File: src/rtl/fetch_stim_sequencer.sv
// Fetch-unit stimulus sequencer: replays a RAM script of control vectors,
// each held hold+1 cycles, optionally checking the returned PC per entry.
module fetch_stim_sequencer #(
    parameter int XLEN  = 32,
    parameter int DEPTH = 16,
    parameter int HOLDW = 8,
    localparam int AW   = (DEPTH > 1) ? $clog2(DEPTH) : 1
) (
    input  logic             clk_i,
    input  logic             rst_ni,
    input  logic             ld_we_i,
    input  logic [AW-1:0]    ld_addr_i,
    input  logic [3:0]       ld_ctrl_i,
    input  logic [XLEN-1:0]  ld_r1_i,
    input  logic [XLEN-1:0]  ld_imm_i,
    input  logic [HOLDW-1:0] ld_hold_i,
    input  logic             ld_chk_i,
    input  logic [XLEN-1:0]  ld_exp_pc_i,
    input  logic [AW:0]      len_i,
    input  logic             loop_i,
    input  logic             start_i,
    input  logic             stop_i,
    input  logic [XLEN-1:0]  pc_instr_i,
    output logic             pc_rst_o,
    output logic             be_o,
    output logic             jalre_o,
    output logic             uje_o,
    output logic [XLEN-1:0]  r1_o,
    output logic [XLEN-1:0]  immed_o,
    output logic             busy_o,
    output logic             done_o,
    output logic             mismatch_o,
    output logic [15:0]      err_cnt_o
);

    typedef enum logic [1:0] {S_IDLE, S_RUN, S_DONE} state_t;

    localparam logic [AW:0] DEPTH_W = (AW+1)'(DEPTH);

    logic [3:0]       ctrl_mem [DEPTH];
    logic [XLEN-1:0]  r1_mem   [DEPTH];
    logic [XLEN-1:0]  imm_mem  [DEPTH];
    logic [HOLDW-1:0] hold_mem [DEPTH];
    logic             chk_mem  [DEPTH];
    logic [XLEN-1:0]  exp_mem  [DEPTH];

    state_t           state;
    logic [AW-1:0]    idx;
    logic [AW-1:0]    len_last;
    logic [HOLDW-1:0] hold_cnt;

    logic [AW:0]      len_eff;
    logic [AW-1:0]    len_last_n;
    logic [AW-1:0]    nxt_idx;
    logic [AW-1:0]    load_idx;
    logic             start_ok;
    logic             wrap;
    logic             last_cycle;
    logic             chk_fail;

    // Script RAM has no reset so a loaded script survives rst_ni.
    always_ff @(posedge clk_i) begin
        if (ld_we_i && (state != S_RUN) && ({1'b0, ld_addr_i} < DEPTH_W)) begin
            ctrl_mem[ld_addr_i] <= ld_ctrl_i;
            r1_mem[ld_addr_i]   <= ld_r1_i;
            imm_mem[ld_addr_i]  <= ld_imm_i;
            hold_mem[ld_addr_i] <= ld_hold_i;
            chk_mem[ld_addr_i]  <= ld_chk_i;
            exp_mem[ld_addr_i]  <= ld_exp_pc_i;
        end
    end

    always_comb begin
        len_eff    = (len_i > DEPTH_W) ? DEPTH_W : len_i;
        len_last_n = AW'(len_eff - (AW+1)'(1));
        start_ok   = start_i && (len_i != '0);
        wrap       = (idx == len_last);
        nxt_idx    = wrap ? '0 : idx + AW'(1);
        last_cycle = (hold_cnt == '0);
        chk_fail   = chk_mem[idx] && (pc_instr_i != exp_mem[idx]);
        // Entry to present next: entry 0 on start, successor while running.
        load_idx   = (state == S_RUN) ? nxt_idx : '0;
    end

    always_ff @(posedge clk_i or negedge rst_ni) begin
        if (!rst_ni) begin
            state      <= S_IDLE;
            idx        <= '0;
            len_last   <= '0;
            hold_cnt   <= '0;
            pc_rst_o   <= 1'b0;
            jalre_o    <= 1'b0;
            uje_o      <= 1'b0;
            be_o       <= 1'b0;
            r1_o       <= '0;
            immed_o    <= '0;
            busy_o     <= 1'b0;
            done_o     <= 1'b0;
            mismatch_o <= 1'b0;
            err_cnt_o  <= '0;
        end else begin
            done_o     <= 1'b0;
            mismatch_o <= 1'b0;
            if (stop_i) begin
                state    <= S_IDLE;
                busy_o   <= 1'b0;
                {pc_rst_o, jalre_o, uje_o, be_o} <= '0;
                r1_o     <= '0;
                immed_o  <= '0;
            end else begin
                case (state)
                    S_IDLE: begin
                        if (start_ok) begin
                            state     <= S_RUN;
                            busy_o    <= 1'b1;
                            idx       <= '0;
                            len_last  <= len_last_n;
                            hold_cnt  <= hold_mem[load_idx];
                            err_cnt_o <= '0;
                            {pc_rst_o, jalre_o, uje_o, be_o} <= ctrl_mem[load_idx];
                            r1_o      <= r1_mem[load_idx];
                            immed_o   <= imm_mem[load_idx];
                        end
                    end
                    S_RUN: begin
                        if (last_cycle) begin
                            if (chk_fail) begin
                                mismatch_o <= 1'b1;
                                if (err_cnt_o != 16'hFFFF) err_cnt_o <= err_cnt_o + 16'd1;
                            end
                            if (!wrap || loop_i) begin
                                idx      <= nxt_idx;
                                hold_cnt <= hold_mem[load_idx];
                                {pc_rst_o, jalre_o, uje_o, be_o} <= ctrl_mem[load_idx];
                                r1_o     <= r1_mem[load_idx];
                                immed_o  <= imm_mem[load_idx];
                            end else begin
                                state    <= S_DONE;
                                busy_o   <= 1'b0;
                                done_o   <= 1'b1;
                                {pc_rst_o, jalre_o, uje_o, be_o} <= '0;
                                r1_o     <= '0;
                                immed_o  <= '0;
                            end
                        end else begin
                            hold_cnt <= hold_cnt - HOLDW'(1);
                        end
                    end
                    S_DONE: state <= S_IDLE;
                    default: state <= S_IDLE;
                endcase
            end
        end
    end

endmodule
File: config.mk
export PLATFORM = sky130hd
export DESIGN_NAME = fetch_stim_sequencer
export DESIGN_NICKNAME = d
export VERILOG_FILES = /design/src/rtl/fetch_stim_sequencer.sv
export SDC_FILE = /design/constraint.sdc
export NUM_CORES = 2
export LEC_CHECK = 0
export BUFFER_PORTS_ARGS = -buffer_cell sky130_fd_sc_hd__buf_2
export CORE_MARGIN = 3
export CORE_UTILIZATION = 40
export CTS_BUF_LIST = sky130_fd_sc_hd__clkbuf_16
export DETAILED_ROUTE_END_ITERATION = 8
export PLACE_DENSITY = 0.61
export SKIP_LAST_GASP = 1
export SLEW_MARGIN = 5
export SYNTH_ARGS = -nofsm -noshare
export SYNTH_HDL_FRONTEND = slang
export SYNTH_SLANG_ARGS = --single-unit
export TNS_END_PERCENT = 100
File: constraint.sdc
create_clock -name clk_i -period 15.2 [get_ports clk_i]
set_clock_uncertainty 0.2 [all_clocks]
set_input_delay 0.76 -clock clk_i [delete_from_list [all_inputs] [get_ports clk_i]]
set_output_delay 0.76 -clock clk_i [all_outputs]
set_load 0.01 [all_outputs]
==> results.sh <==
export IMPL_grt_first_pass_wirelength_mm=267.9
export IMPL_synth_cell_types=68
export IMPL_min_from="len_i[4]"
export IMPL_worstSetupPathType="reg2reg"
export IMPL_cp_arrival_ns=5.95
export IMPL_min_to="len_last[3]"
export IMPL_crit_required_ns=15.71
export IMPL_grt_usage=0.2018
export IMPL_avgViaCountPerCell=5.839
export IMPL_power_switching_w=0.002831
export IMPL_report_final_slew_viol_count=0
export IMPL_port_buffers=242
export IMPL_initial_utilization=0.4052
export IMPL_ys_ff_latch=1849
export IMPL_synth_seq_area_share=0.7749
export IMPL_start_kind="register"
export IMPL_grt_use_met1=0.2795
export IMPL_ys_warn_count=0
export IMPL_timing_slew_headroom=0.1973
export IMPL_drt_iter0_markers=3890
export IMPL_grt_pass1_vias=37190
export IMPL_top_usage_layer="met2"
export IMPL_dp_cells=5994
export IMPL_p_per_area_nw_per_um2=142.0
export IMPL_post_cts_buffers=0
export IMPL_rows=153
export IMPL_via_count=37171
export IMPL_path_buf_inv=3
export IMPL_max_stage_delay_ns=0.85
export IMPL_post_dp_hpwl_mm=87.13
export IMPL_grt_max_degree=186
export IMPL_fill_cells=14645
export IMPL_cts_buffer_depth=3
export IMPL_ioPinCount=243
export IMPL_wl_per_cell_um=28.97
export IMPL_period_share=0.3575
export IMPL_fin_setup_tns_ns=0
export IMPL_cp_common_cell="mux4_2"
export IMPL_cts_clk_slew_worst_paths_ns=0.06
export IMPL_use_met2=0.3297
export IMPL_antenna_found_initial=50
export IMPL_wl_mm=184.5
export IMPL_hold_depth=3
export IMPL_h_tree_depth=4
export IMPL_layoutNonFillerInstCount=6366
export IMPL_reg2reg_from="idx[0]"
export IMPL_crit_path_top_delay_cell="dfrtp_4"
export IMPL_grt_setup_unrepaired="no"
export IMPL_p_sw_frac=0.2465
export IMPL_synthesis_nets=3786
export IMPL_numCtsBuffers=186
export IMPL_die_area_um2=182500
export IMPL_max_freq_ghz=0.1840
export IMPL_synthesis_area_um2=70980
export IMPL_status="finished, final reports clean"
export IMPL_critPathMaxFanout=185
export IMPL_postSynth_asyncResetShare=0.05679
export IMPL_crit_chain="buf_4 -> inv_8 -> nand2_8 -> buf_12 -> mux4_2 -> mux4_2 -> nor2_1 -> a21oi_1 -> a22o_1"
export IMPL_cp_top_family="buffers and inverters"
export IMPL_synth_edff_count=1744
export IMPL_seqPwrFrac=0.500
export IMPL_fp_dieW_um=427.2
export IMPL_maxCapViolCount=0
export IMPL_nets=4020
export IMPL_syn_inst=3625
export IMPL_irDropWorstVdd_v=0.00009858
export IMPL_hold_viol=0
export IMPL_ys_flop_type="edfxtp_1"
export IMPL_drt_pass1_iter_count=5
export IMPL_multi_input_area_um2=14980
export IMPL_reg2reg_depth=9
export IMPL_cts_tree="done"
export IMPL_worst_slew_pin_transition_ns=1.204
export IMPL_root_buffer="clkbuf_16"
export IMPL_fin_area_um2=80860
export IMPL_dpl_instance_area_um2=74770
export IMPL_grt_use_met3=0.03360
export IMPL_p_int_w=0.008655
export IMPL_clkPwrFrac=0.387
export IMPL_synth_avg_cell_area_um2=19.58
export IMPL_routabilityCongestion=0.7376
export IMPL_comb_power_share=0.113
export IMPL_reg2reg_slack_ns=9.77
export IMPL_die_h_um=427.2
export IMPL_post_route_drc_count=0
export IMPL_power_leakage_nw=25.63
export IMPL_drive_above_1_share=0.2165
export IMPL_regArea_um2=55010
export IMPL_clock_sinks=1849
export IMPL_core_area_um2=175200
export IMPL_setup_viol=0
export IMPL_worstReg2RegEnd="hold_cnt[2]"
export IMPL_cp_end_kind="register"
export IMPL_most_common_layout_cells="edfxtp_1, a221oi_1, mux4_2"
export IMPL_postRouteAntennaNets=0
export IMPL_worstSkewPairLatency_ns=0.82
export IMPL_grt_overflow=0
export IMPL_min_period_ns=5.433
export IMPL_hold_class="in2reg"
export IMPL_synthToLayoutAreaGrowth_pct=13.92
export IMPL_final_common_cell="edfxtp_1"
[worst max-delay path by stage]
stage,end,slack [ns],startpoint,cells after the start
final,hold_cnt[2],9.77,idx[0],9
after global routing,hold_cnt[2],9.30,idx[0],9
after CTS,hold_cnt[2],9.55,idx[0],9
after detailed placement,hold_cnt[2],9.54,idx[0],9
after global placement,hold_cnt[2],9.54,idx[0],9
after floorplan,chk_mem[0],5.42,ld_addr_i[1],2
[power groups by stage]
stage	Clock [W]	Sequential, W	Combinational [W]
after floorplan	0	0.00582	0.000895
after global placement	0	0.00585	0.00130
after detailed placement	0	0.00585	0.00131
after CTS	0.00454	0.00574	0.00132
after global routing	0.00475	0.00575	0.00141
final	0.00445	0.00574	0.00130
[cells by family after synthesis]
logic type,after synthesis,synth area share
AO/OA/AOI/OAI,706,0.07455
AND/OR/NAND/NOR,362,0.02575
adder cells (fa/ha/maj),5,0.0008814
XOR/XNOR,87,0.01074
flip-flops,1849,0.7749
buffers and inverters,263,0.01673
multiplexers,353,0.09650
[area by class of cell]
| class | count | area share |
|---|---|---|
| clock buffer | 190 | 0.05880 |
| tap | 2325 | 0.03598 |
| clock inverter | 162 | 0.01569 |
| antenna | 18 | 0.0005571 |
| multi-input combinational | 1513 | 0.1852 |
| sequential | 1849 | 0.6803 |
| inverter | 10 | 0.0005571 |
| timing repair buffer | 299 | 0.02289 |
[state kept, by name, indices dropped and copies added (netlist names), 4 cells and up]
name	cells
r1_o	32
exp_mem	512
chk_mem	16
hold_mem	128
r1_mem	512
idx	4
ctrl_mem	64
err_cnt_o	16
imm_mem	512
immed_o	32
len_last	4
hold_cnt	8
[layer usage]
metal,part of all wire,vias to the layer above
li1,-,15808
met4,0.024,12
met5,0.00043,-
met2,0.50,1354
met3,0.062,281
met1,0.42,19716
[per-stage QoR]
step | hold WS [ns] | setup slack (ns) | util | power (W)
after floorplan | 0.2643 | 5.421 | - | 0.006719
after global placement | 0.2854 | 9.544 | 0.4269 | 0.007150
after detailed placement | 0.2860 | 9.539 | 0.4269 | 0.007161
after CTS | 0.008383 | 9.545 | 0.4614 | 0.01160
after global routing | 0.06097 | 9.305 | 0.4615 | 0.01190
final | 0.07499 | 9.767 | 0.4616 | 0.01149
[worst reg2reg max path: cells and delay by family, from the launching register on]
kind,cells,cell delay [ns]
muxes,2,1.12
AOI/OAI and AO/OA,2,0.28
buffers and inverters,3,1.99
DFF,1,0.85
and+or+nand+nor,2,0.88
[synthesized netlist by cell type, drive strengths merged (2+ instances only)]
| master | n | area, um^2 |
|---|---|---|
| o32ai | 3 | 33.79 |
| a311oi | 2 | 17.52 |
| a22o | 76 | 665.6 |
| xor2 | 31 | 271.5 |
| or3 | 32 | 200.2 |
| nor4 | 3 | 18.77 |
| nand2b | 9 | 56.30 |
| or4 | 8 | 60.06 |
| nand2 | 78 | 295.3 |
| edfxtp | 1744 | 52370 |
| nor3b | 4 | 30.03 |
| nor3 | 148 | 740.7 |
| o22ai | 10 | 62.56 |
| a21oi | 152 | 760.7 |
| clkbuf | 157 | 589.3 |
| o211ai | 26 | 195.2 |
| mux4 | 263 | 5931 |
| or2 | 2 | 12.51 |
| nor2b | 4 | 25.02 |
| a31oi | 2 | 12.51 |
| inv | 10 | 37.54 |
| mux2i | 76 | 760.7 |
| xnor2 | 56 | 490.5 |
| a221oi | 281 | 2467 |
| and3 | 5 | 31.28 |
| a21o | 2 | 15.01 |
| nand4 | 10 | 75.07 |
| ha | 5 | 62.56 |
| a41oi | 2 | 17.52 |
| and2 | 5 | 31.28 |
| o31ai | 2 | 15.01 |
| a22oi | 4 | 30.03 |
| a31o | 4 | 35.04 |
| nor2 | 38 | 150.1 |
| buf | 96 | 560.5 |
| a211oi | 69 | 518.0 |
| nand3 | 12 | 65.06 |
| dfrtp | 105 | 2628 |
| o311ai | 4 | 35.03 |
| o21ai | 52 | 271.5 |
| o41ai | 7 | 61.31 |
| nand4b | 2 | 17.52 |
| mux2 | 14 | 157.7 |
[timing repair]
| action | 4_1_cts | 5_1_grt |
|---|---|---|
| hold buffers | 2 | 0 |
| setup endpoints to repair | 0 | 0 |
| resized for setup | 0 | 0 |
| hold endpoints to repair | 61 | 0 |
(Power assumes the default switching activity.)
